<file path="src/rtl/gps_transmitter.sv">
// rtl/gps_transmitter.sv - GPZDA sentence generator, one byte per valid/ready handshake.
// The time port is named time_str because "time" is a reserved SystemVerilog type keyword.
module gps_transmitter #(
  parameter int               B         = 8,
  parameter logic [6*B-1:0]   Prefix    = "$GPZDA",
  parameter logic [B-1:0]     Separator = ",",
  parameter logic             NoCheck   = 1'b0
) (
  input  logic             clock,
  input  logic             reset_n,
  input  logic             start,
  input  logic [6*B-1:0]   time_str,
  input  logic [2*B-1:0]   day,
  input  logic [2*B-1:0]   month,
  input  logic [2*B-1:0]   year,
  output logic [B-1:0]     data,
  output logic             valid,
  input  logic             ready,
  output logic             busy,
  output logic             done
);

  typedef enum logic [2:0] {S_IDLE, S_PREFIX, S_BODY, S_CHECK, S_TAIL} state_t;

  state_t            state_q, state_d;
  logic [3:0]        idx_q, idx_d;
  logic [7:0]        cksum_q, cksum_d;
  logic [6*B-1:0]    time_q, time_d;
  logic [2*B-1:0]    day_q, day_d, month_q, month_d, year_q, year_d;
  logic              done_q, done_d;

  logic              fire;
  logic [6*B-1:0]    prefix_sh;
  logic [16*B-1:0]   body_sh;

  function automatic logic [B-1:0] hex_char(input logic [3:0] n);
    return (n < 4'd10) ? (B'(8'h30) + B'(n)) : (B'(8'h37) + B'(n));
  endfunction

  always_ff @(posedge clock or negedge reset_n) begin
    if (!reset_n) begin
      state_q <= S_IDLE;
      idx_q   <= '0;
      cksum_q <= '0;
      time_q  <= '0;
      day_q   <= '0;
      month_q <= '0;
      year_q  <= '0;
      done_q  <= 1'b0;
    end else begin
      state_q <= state_d;
      idx_q   <= idx_d;
      cksum_q <= cksum_d;
      time_q  <= time_d;
      day_q   <= day_d;
      month_q <= month_d;
      year_q  <= year_d;
      done_q  <= done_d;
    end
  end

  // Output byte is a pure function of state, index and captured fields, so it
  // holds steady for as long as ready stays low.
  always_comb begin
    prefix_sh = Prefix << (idx_q * B);
    body_sh   = {Separator, time_q, Separator, day_q, Separator, month_q,
                 Separator, year_q} << (idx_q * B);
    data      = '0;
    case (state_q)
      S_PREFIX: data = prefix_sh[6*B-1 -: B];
      S_BODY:   data = body_sh[16*B-1 -: B];
      S_CHECK: begin
        case (idx_q)
          4'd0:    data = B'(8'h2A);
          4'd1:    data = hex_char(cksum_q[7:4]);
          default: data = hex_char(cksum_q[3:0]);
        endcase
      end
      S_TAIL:   data = (idx_q == 4'd0) ? B'(8'h0D) : B'(8'h0A);
      default:  data = '0;
    endcase
  end

  assign valid = (state_q != S_IDLE);
  assign busy  = (state_q != S_IDLE);
  assign done  = done_q;
  assign fire  = valid && ready;

  always_comb begin
    state_d = state_q;
    idx_d   = idx_q;
    cksum_d = cksum_q;
    time_d  = time_q;
    day_d   = day_q;
    month_d = month_q;
    year_d  = year_q;
    done_d  = 1'b0;

    case (state_q)
      S_IDLE: begin
        if (start) begin
          time_d  = time_str;
          day_d   = day;
          month_d = month;
          year_d  = year;
          cksum_d = '0;
          idx_d   = '0;
          state_d = S_PREFIX;
        end
      end
      default: begin
        if (fire) begin
          // Leading '$' is excluded from the checksum.
          if ((state_q == S_PREFIX && idx_q != 4'd0) || state_q == S_BODY) begin
            cksum_d = cksum_q ^ data[7:0];
          end
          idx_d = idx_q + 4'd1;
          case (state_q)
            S_PREFIX: if (idx_q == 4'd5) begin
              idx_d   = '0;
              state_d = S_BODY;
            end
            S_BODY: if (idx_q == 4'd15) begin
              idx_d   = '0;
              state_d = NoCheck ? S_TAIL : S_CHECK;
            end
            S_CHECK: if (idx_q == 4'd2) begin
              idx_d   = '0;
              state_d = S_TAIL;
            end
            default: if (idx_q == 4'd1) begin
              idx_d   = '0;
              state_d = S_IDLE;
              done_d  = 1'b1;
            end
          endcase
        end
      end
    endcase
  end

endmodule
</file>
<file path="config.mk">
export PLATFORM = sky130hd
export DESIGN_NAME = gps_transmitter
export DESIGN_NICKNAME = d
export VERILOG_FILES = /design/src/rtl/gps_transmitter.sv
export SDC_FILE = /design/constraint.sdc
export NUM_CORES = 1
export LEC_CHECK = 0
export CORE_ASPECT_RATIO = 0.75
export CORE_UTILIZATION = 25
export CTS_BUF_LIST = sky130_fd_sc_hd__clkbuf_8
export CTS_CLUSTER_DIAMETER = 30
export CTS_CLUSTER_SIZE = 14
export DETAILED_ROUTE_END_ITERATION = 12
export DONT_BUFFER_PORTS = 1
export GPL_TIMING_DRIVEN = 0
export SLEW_MARGIN = 0
export SYNTH_ARGS = -nofsm -noshare
export SYNTH_HDL_FRONTEND = slang
export SYNTH_SLANG_ARGS = --single-unit
</file>
<file path="constraint.sdc">
create_clock -name clock -period 2.6 [get_ports clock]
set_clock_uncertainty 0.15 [all_clocks]
set_input_delay 0.39 -clock clock [delete_from_list [all_inputs] [get_ports clock]]
set_output_delay 0.39 -clock clock [all_outputs]
set_load 0.01 [all_outputs]
</file>
Yosys cells after proc, flatten, opt, wreduce, memory -nomap -nowiden
Index checks and enable logic that the tools add are counted.
- register bits: 112
- bits of input ports: 100
- output and inout port bits: 11
- logic and storage cells: 74
- add/sub/neg operators: 5
- order comparisons: 2
- equality and inequality tests: 12
- shift-type cells: 2
- mux-type cells: 29
- bitwise gates (word level): 1
- reduce and logical (&&, ||, !) cells: 15
- operator list (kind ; number):
    << shifter 126 x 7 -> 128 bit ; 1
    << shifter 46 x 7 -> 48 bit (first input constant) ; 1
    2-to-1 mux 8 bit ; 4
    case mux 8 bit (4 select lines) ; 1
    adder 6 x 4 -> 7 bit (first input constant) ; 4
    2-to-1 mux 4 bit ; 7
    2-to-1 mux 3 bit ; 8
    2-to-1 mux 7 bit ; 2
    case mux 7 bit (2 select lines) ; 1
    case mux 4 bit (3 select lines) ; 1
    case mux 3 bit (3 select lines) ; 1
    < comparator 4 bit (second input constant) ; 2
    bitwise XOR 8 bit ; 1
    == test 3 x 2 -> 1 bit (second input constant) ; 2
    inequality test 3 x 1 -> 1 bit (second input constant) ; 2
    AND reduction 6 bit ; 1
    nonzero test 5 bit ; 1
    adder 4 x 1 -> 4 bit (second input constant) ; 1
    == test 4 x 1 -> 1 bit (second input constant) ; 1
    == test 4 x 2 -> 1 bit (second input constant) ; 1
    == test 4 x 3 -> 1 bit (second input constant) ; 1
    == test 4 bit (second input constant) ; 1
    zero test 4 bit ; 1
    2-to-1 mux 1 bit ; 4
    other kinds (13) ; 16

Depth between registers and ports, before layout
- word-level depth: 8
- mapped depth: 11
- mapped depth without buffers: 8

Worst setup path before layout
No wires, ideal clock.
- path type: flip-flop to flip-flop
- start point: reg idx_q[1]
- end point: reg state_q[0]
- setup time: 0.118 ns
- arrival: 2.416 ns
- data required time: 2.332 ns
- slack: -0.084 ns
- stages on the path, launching flop included: 10
- path buffers: 3
- clock period less this slack: 2.684 ns
- cell sequence: dfrtp_1 buf_6 buf_12 buf_2 inv_1 ha_1 or3b_1 and2_1 or3_1 a21o_1
- longest elaborated chain between the ends: 3
- elaborated cells between the ends (all ways): 9
- those cells by class: eq/ne: 7; reduce/logical: 2
- ends and longest elaborated chain (what ; line ; RTL):
    from (decl) ; 26 ; logic [3:0] idx_q, idx_d;
    from (signal assigned) ; 52 ; idx_q <= idx_d;
    == test 4 x 2 -> 1 bit, or another cell as far along ; 127 ; S_CHECK: if (idx_q == 4'd2) begin
    inequality test 3 x 2 -> 1 bit (no line), or another cell as far along ; -- ;
    AND reduction 6 bit (no line) * ; -- ;
    to (signal assigned) ; 51 ; state_q <= state_d;
    to (decl) ; 25 ; state_t state_q, state_d;
Every way passes the cells marked *; elsewhere a longest branch is shown, timed or not.
A chain may end at the register's enable or synchronous reset.

Worst setup path in the final report
- start point: reg idx_q[1]
- end point: out data[1]
- longest elaborated chain between the ends: 3
- elaborated cells between the ends (all ways): 7
- those cells by class: eq/ne: 1; shift: 2; mux: 3; reduce/logical: 1
- ends and longest elaborated chain (what ; line ; RTL):
    parallel branches: the longest is 2 deep, another holds << shifter 126 x 7 -> 128 bit ; -- ;
    case mux 8 bit (4 select lines) * ; 69 ; case (state_q)
    to (decl) ; 16 ; output logic [B-1:0] data,
Every way passes the cells marked *.

==> metrics.txt <==
run status=finished with violations; failing checks=negative hold slack, negative setup slack; CTS Buf Count=9; number of buffers added on ports=0; count of final setup violators=9; Peak supply drop=0.4419 mV; Worst R2R Start=idx_q[1]$_DFFE_PN0P_; EDFF count, synth=0; htree depth=3; core area=23300 sq um; Worst slew margin=53.86%; PwrDens=1086 nW/um^2; Worst setup startpoint=idx_q[1]$_DFFE_PN0P_; max-cap check violation count=0; global route overflow=0; Yosys Warn Count=0; final worst slack=-0.2787 ns; Initial Util=25.81%; GPL Wtd Cong=0.9464; DRT Wirelength=20.72 mm; leakage=3.687 nW; vias in the first global route=5487; pre-CTS WS=-0.3366 ns; Worst Path Required=2.06 ns; GR met2 Demand/Resource=24.34%; wire per inst=18.32 um; initial antenna violation count=1; Slew @ Worst Pin=0.6921 ns; Die ar.=24690 sq um; Final min period=2.879 ns; Synth async-reset ratio=100.0%; layer with the highest usage=met1; Die Y=136.3 um; dominant cell type by area after synthesis=dfrtp_1; dominant cell by count in the synthesized netlist=nand2_1; Placement Cell Area=6415 sq um; Synth Instances=700; FF+latch count, synth=112; area delta synth->final=32.89%; DIE WIDTH=181.1 um; Yosys top cell area share=46.60%; hold crit path type=input port to asynchronous set/reset pin; Vias/cell=4.859; Final Hold Viols=112; vias after detailed routing=5496; first-pass GRT wire length=31.53 mm; WP data arrival=2.34 ns; CP max FO=7; Crit Path Category=flop to output port; All-Layer GR Usage=17.11%; Avg Cell Area, Syn=8.592 sq um; Worst setup SP type=flop; CTS tree=done; Reg2Reg Depth=11; post-synthesis sequential area ratio=46.60%; DRC viols=0; CTS Hold Bufs=97; most common library cells after synthesis=316 x nand2_1, 112 x dfrtp_1, 28 x mux2i_1, 21 x nor2_1; synthesized cell area=6015 sq um; hold slack=-0.4791 ns; Global Route met3 Usage=5.652%; routing usage on met1=25.01%; Iter 0 DRT Violations=430; antenna-violating nets left=0; RSZ-0062 raised after global routing=yes; ys flop type=dfrtp_1; reg2reg end=state_q[1]$_DFFE_PN0P_; top cells by area, synth=dfrtp_1 47%, nand2_1 20%, mux2i_1 4.7%; CTS max path bufs=2; Slew Viols, Final=0; clock root buffer=clkbuf_8; largest net degree at the start of global routing=113; drt pass-1 iters=5; flop-to-flop setup slack=-0.01 ns; Critical Path Sink Type=output port; final sum of negative setup slack=-1.749 ns; Max Fclk=347.4 MHz; Worst-path clk slew=0.11 ns; layout cell share with drive strength beyond 1=14.34%; CP endpoint=data[1]; worst skew pair latency=0.40 ns; period utilisation layout=110.7%; num ports=111; Post-Syn Nets=808; fin nets=933; # rows=48; CTS Sinks=112; DP HPWL=14.87 mm; Yosys cell types=66; Design Area, Final=7993 sq um
-- through the flow --
stage / std cells / hold WS (ns) / power, W / utilization, %
after floorplan: 700 / -0.05559 / 0.005628 / -
after global placement: 1000 / -0.04853 / 0.006692 / 27.53
after detailed placement: 1000 / -0.04873 / 0.006768 / 27.53
after CTS: 1128 / -0.4935 / 0.008503 / 33.93
after global routing: 1131 / -0.5026 / 0.009249 / 34.30
final: 1131 / -0.4791 / 0.008677 / 34.30
-- cells by family after synthesis --
kind of cell,share of synthesized area [%]
fa+ha+maj,1.664
buf+inv,4.181
xor+xnor,1.019
flops,46.60
mux,9.528
simple gates,28.25
compound gates,8.758
-- placed cells by master (no fill, tap or decap), drive strengths merged, types with 3 or more instances in the layout --
| cell type | n |
|---|---|
| mux2i | 28 |
| nor3b | 5 |
| nand2b | 12 |
| xnor2 | 6 |
| mux2 | 8 |
| and2 | 3 |
| nand2 | 316 |
| a21oi | 17 |
| a211o | 7 |
| buf | 39 |
| ha | 8 |
| dlygate4sd3 | 97 |
| dfrtp | 112 |
| inv | 11 |
| or3 | 5 |
| or3b | 4 |
| mux4 | 9 |
| o21ai | 15 |
| a31oi | 5 |
| nor3 | 7 |
| clkbuf | 29 |
| nor2b | 3 |
| nand3 | 9 |
| o22ai | 5 |
| nor2 | 22 |
| o221ai | 6 |
| a21o | 4 |
-- flip-flops by register name (all words and copies together) (netlist names) --
signal and cells:
state_q 3, idx_q 4, cksum_q 8, time_q 48
done 1, month_q 16, year_q 16, day_q 16
-- how the worst min path moves through the flow --
| stage | start | end | slack (ns) | depth (start not counted) |
|---|---|---|---|---|
| final | reset_n | year_q[9]$_DFFE_PN0P_ | -0.48 | 0 |
| after global routing | reset_n | time_q[37]$_DFFE_PN0P_ | -0.50 | 0 |
| after CTS | reset_n | year_q[2]$_DFFE_PN0P_ | -0.49 | 0 |
| after detailed placement | reset_n | month_q[1]$_DFFE_PN0P_ | -0.05 | 0 |
| after global placement | reset_n | year_q[9]$_DFFE_PN0P_ | -0.05 | 0 |
| after floorplan | reset_n | cksum_q[0]$_DFFE_PN0P_ | -0.06 | 0 |
-- timing repair --
item,CTS,global route
resized for setup,46,24
pin swaps,13,4
buffers inserted,15,2
hold endpoints to repair,210,112
setup endpoints to repair,21,90
-- power breakdown --
group,switching [W],internal (W)
logic,0.00253,0.00192
clock network,0.000652,0.000477
registers,0.000583,0.00251
total,0.00377,0.00491
-- worst max-delay path, cell delays in order, from the launching register on --
cell and delay [ns]:
dfrtp_1 0.38, buf_6 0.14, buf_12 0.15, buf_12 0.12, inv_8 0.04, ha_4 0.18, nor4b_2 0.39, o21ai_0 0.20
nand4_1 0.19, nand3_2 0.14
-- per-layer routing --
metal | share of wire, % | vias to the layer above
met3 | 8.5 | 13
met5 | 0 | -
li1 | - | 2572
met1 | 49 | 2708
met4 | 1.0 | 0
met2 | 41 | 203
-- final cells by class --
cell class	instances	area, sq um
antenna	1	2.502
buffer	41	240.2
clock buffer	10	137.6
clock inverter	6	67.56
fill	2439	15310
inverter	9	46.29
multi-input combinational	538	3206
sequential	112	2803
tap	300	375.4
timing repair buffer	114	1115
Note: power is estimated with default switching activity, not from simulation.
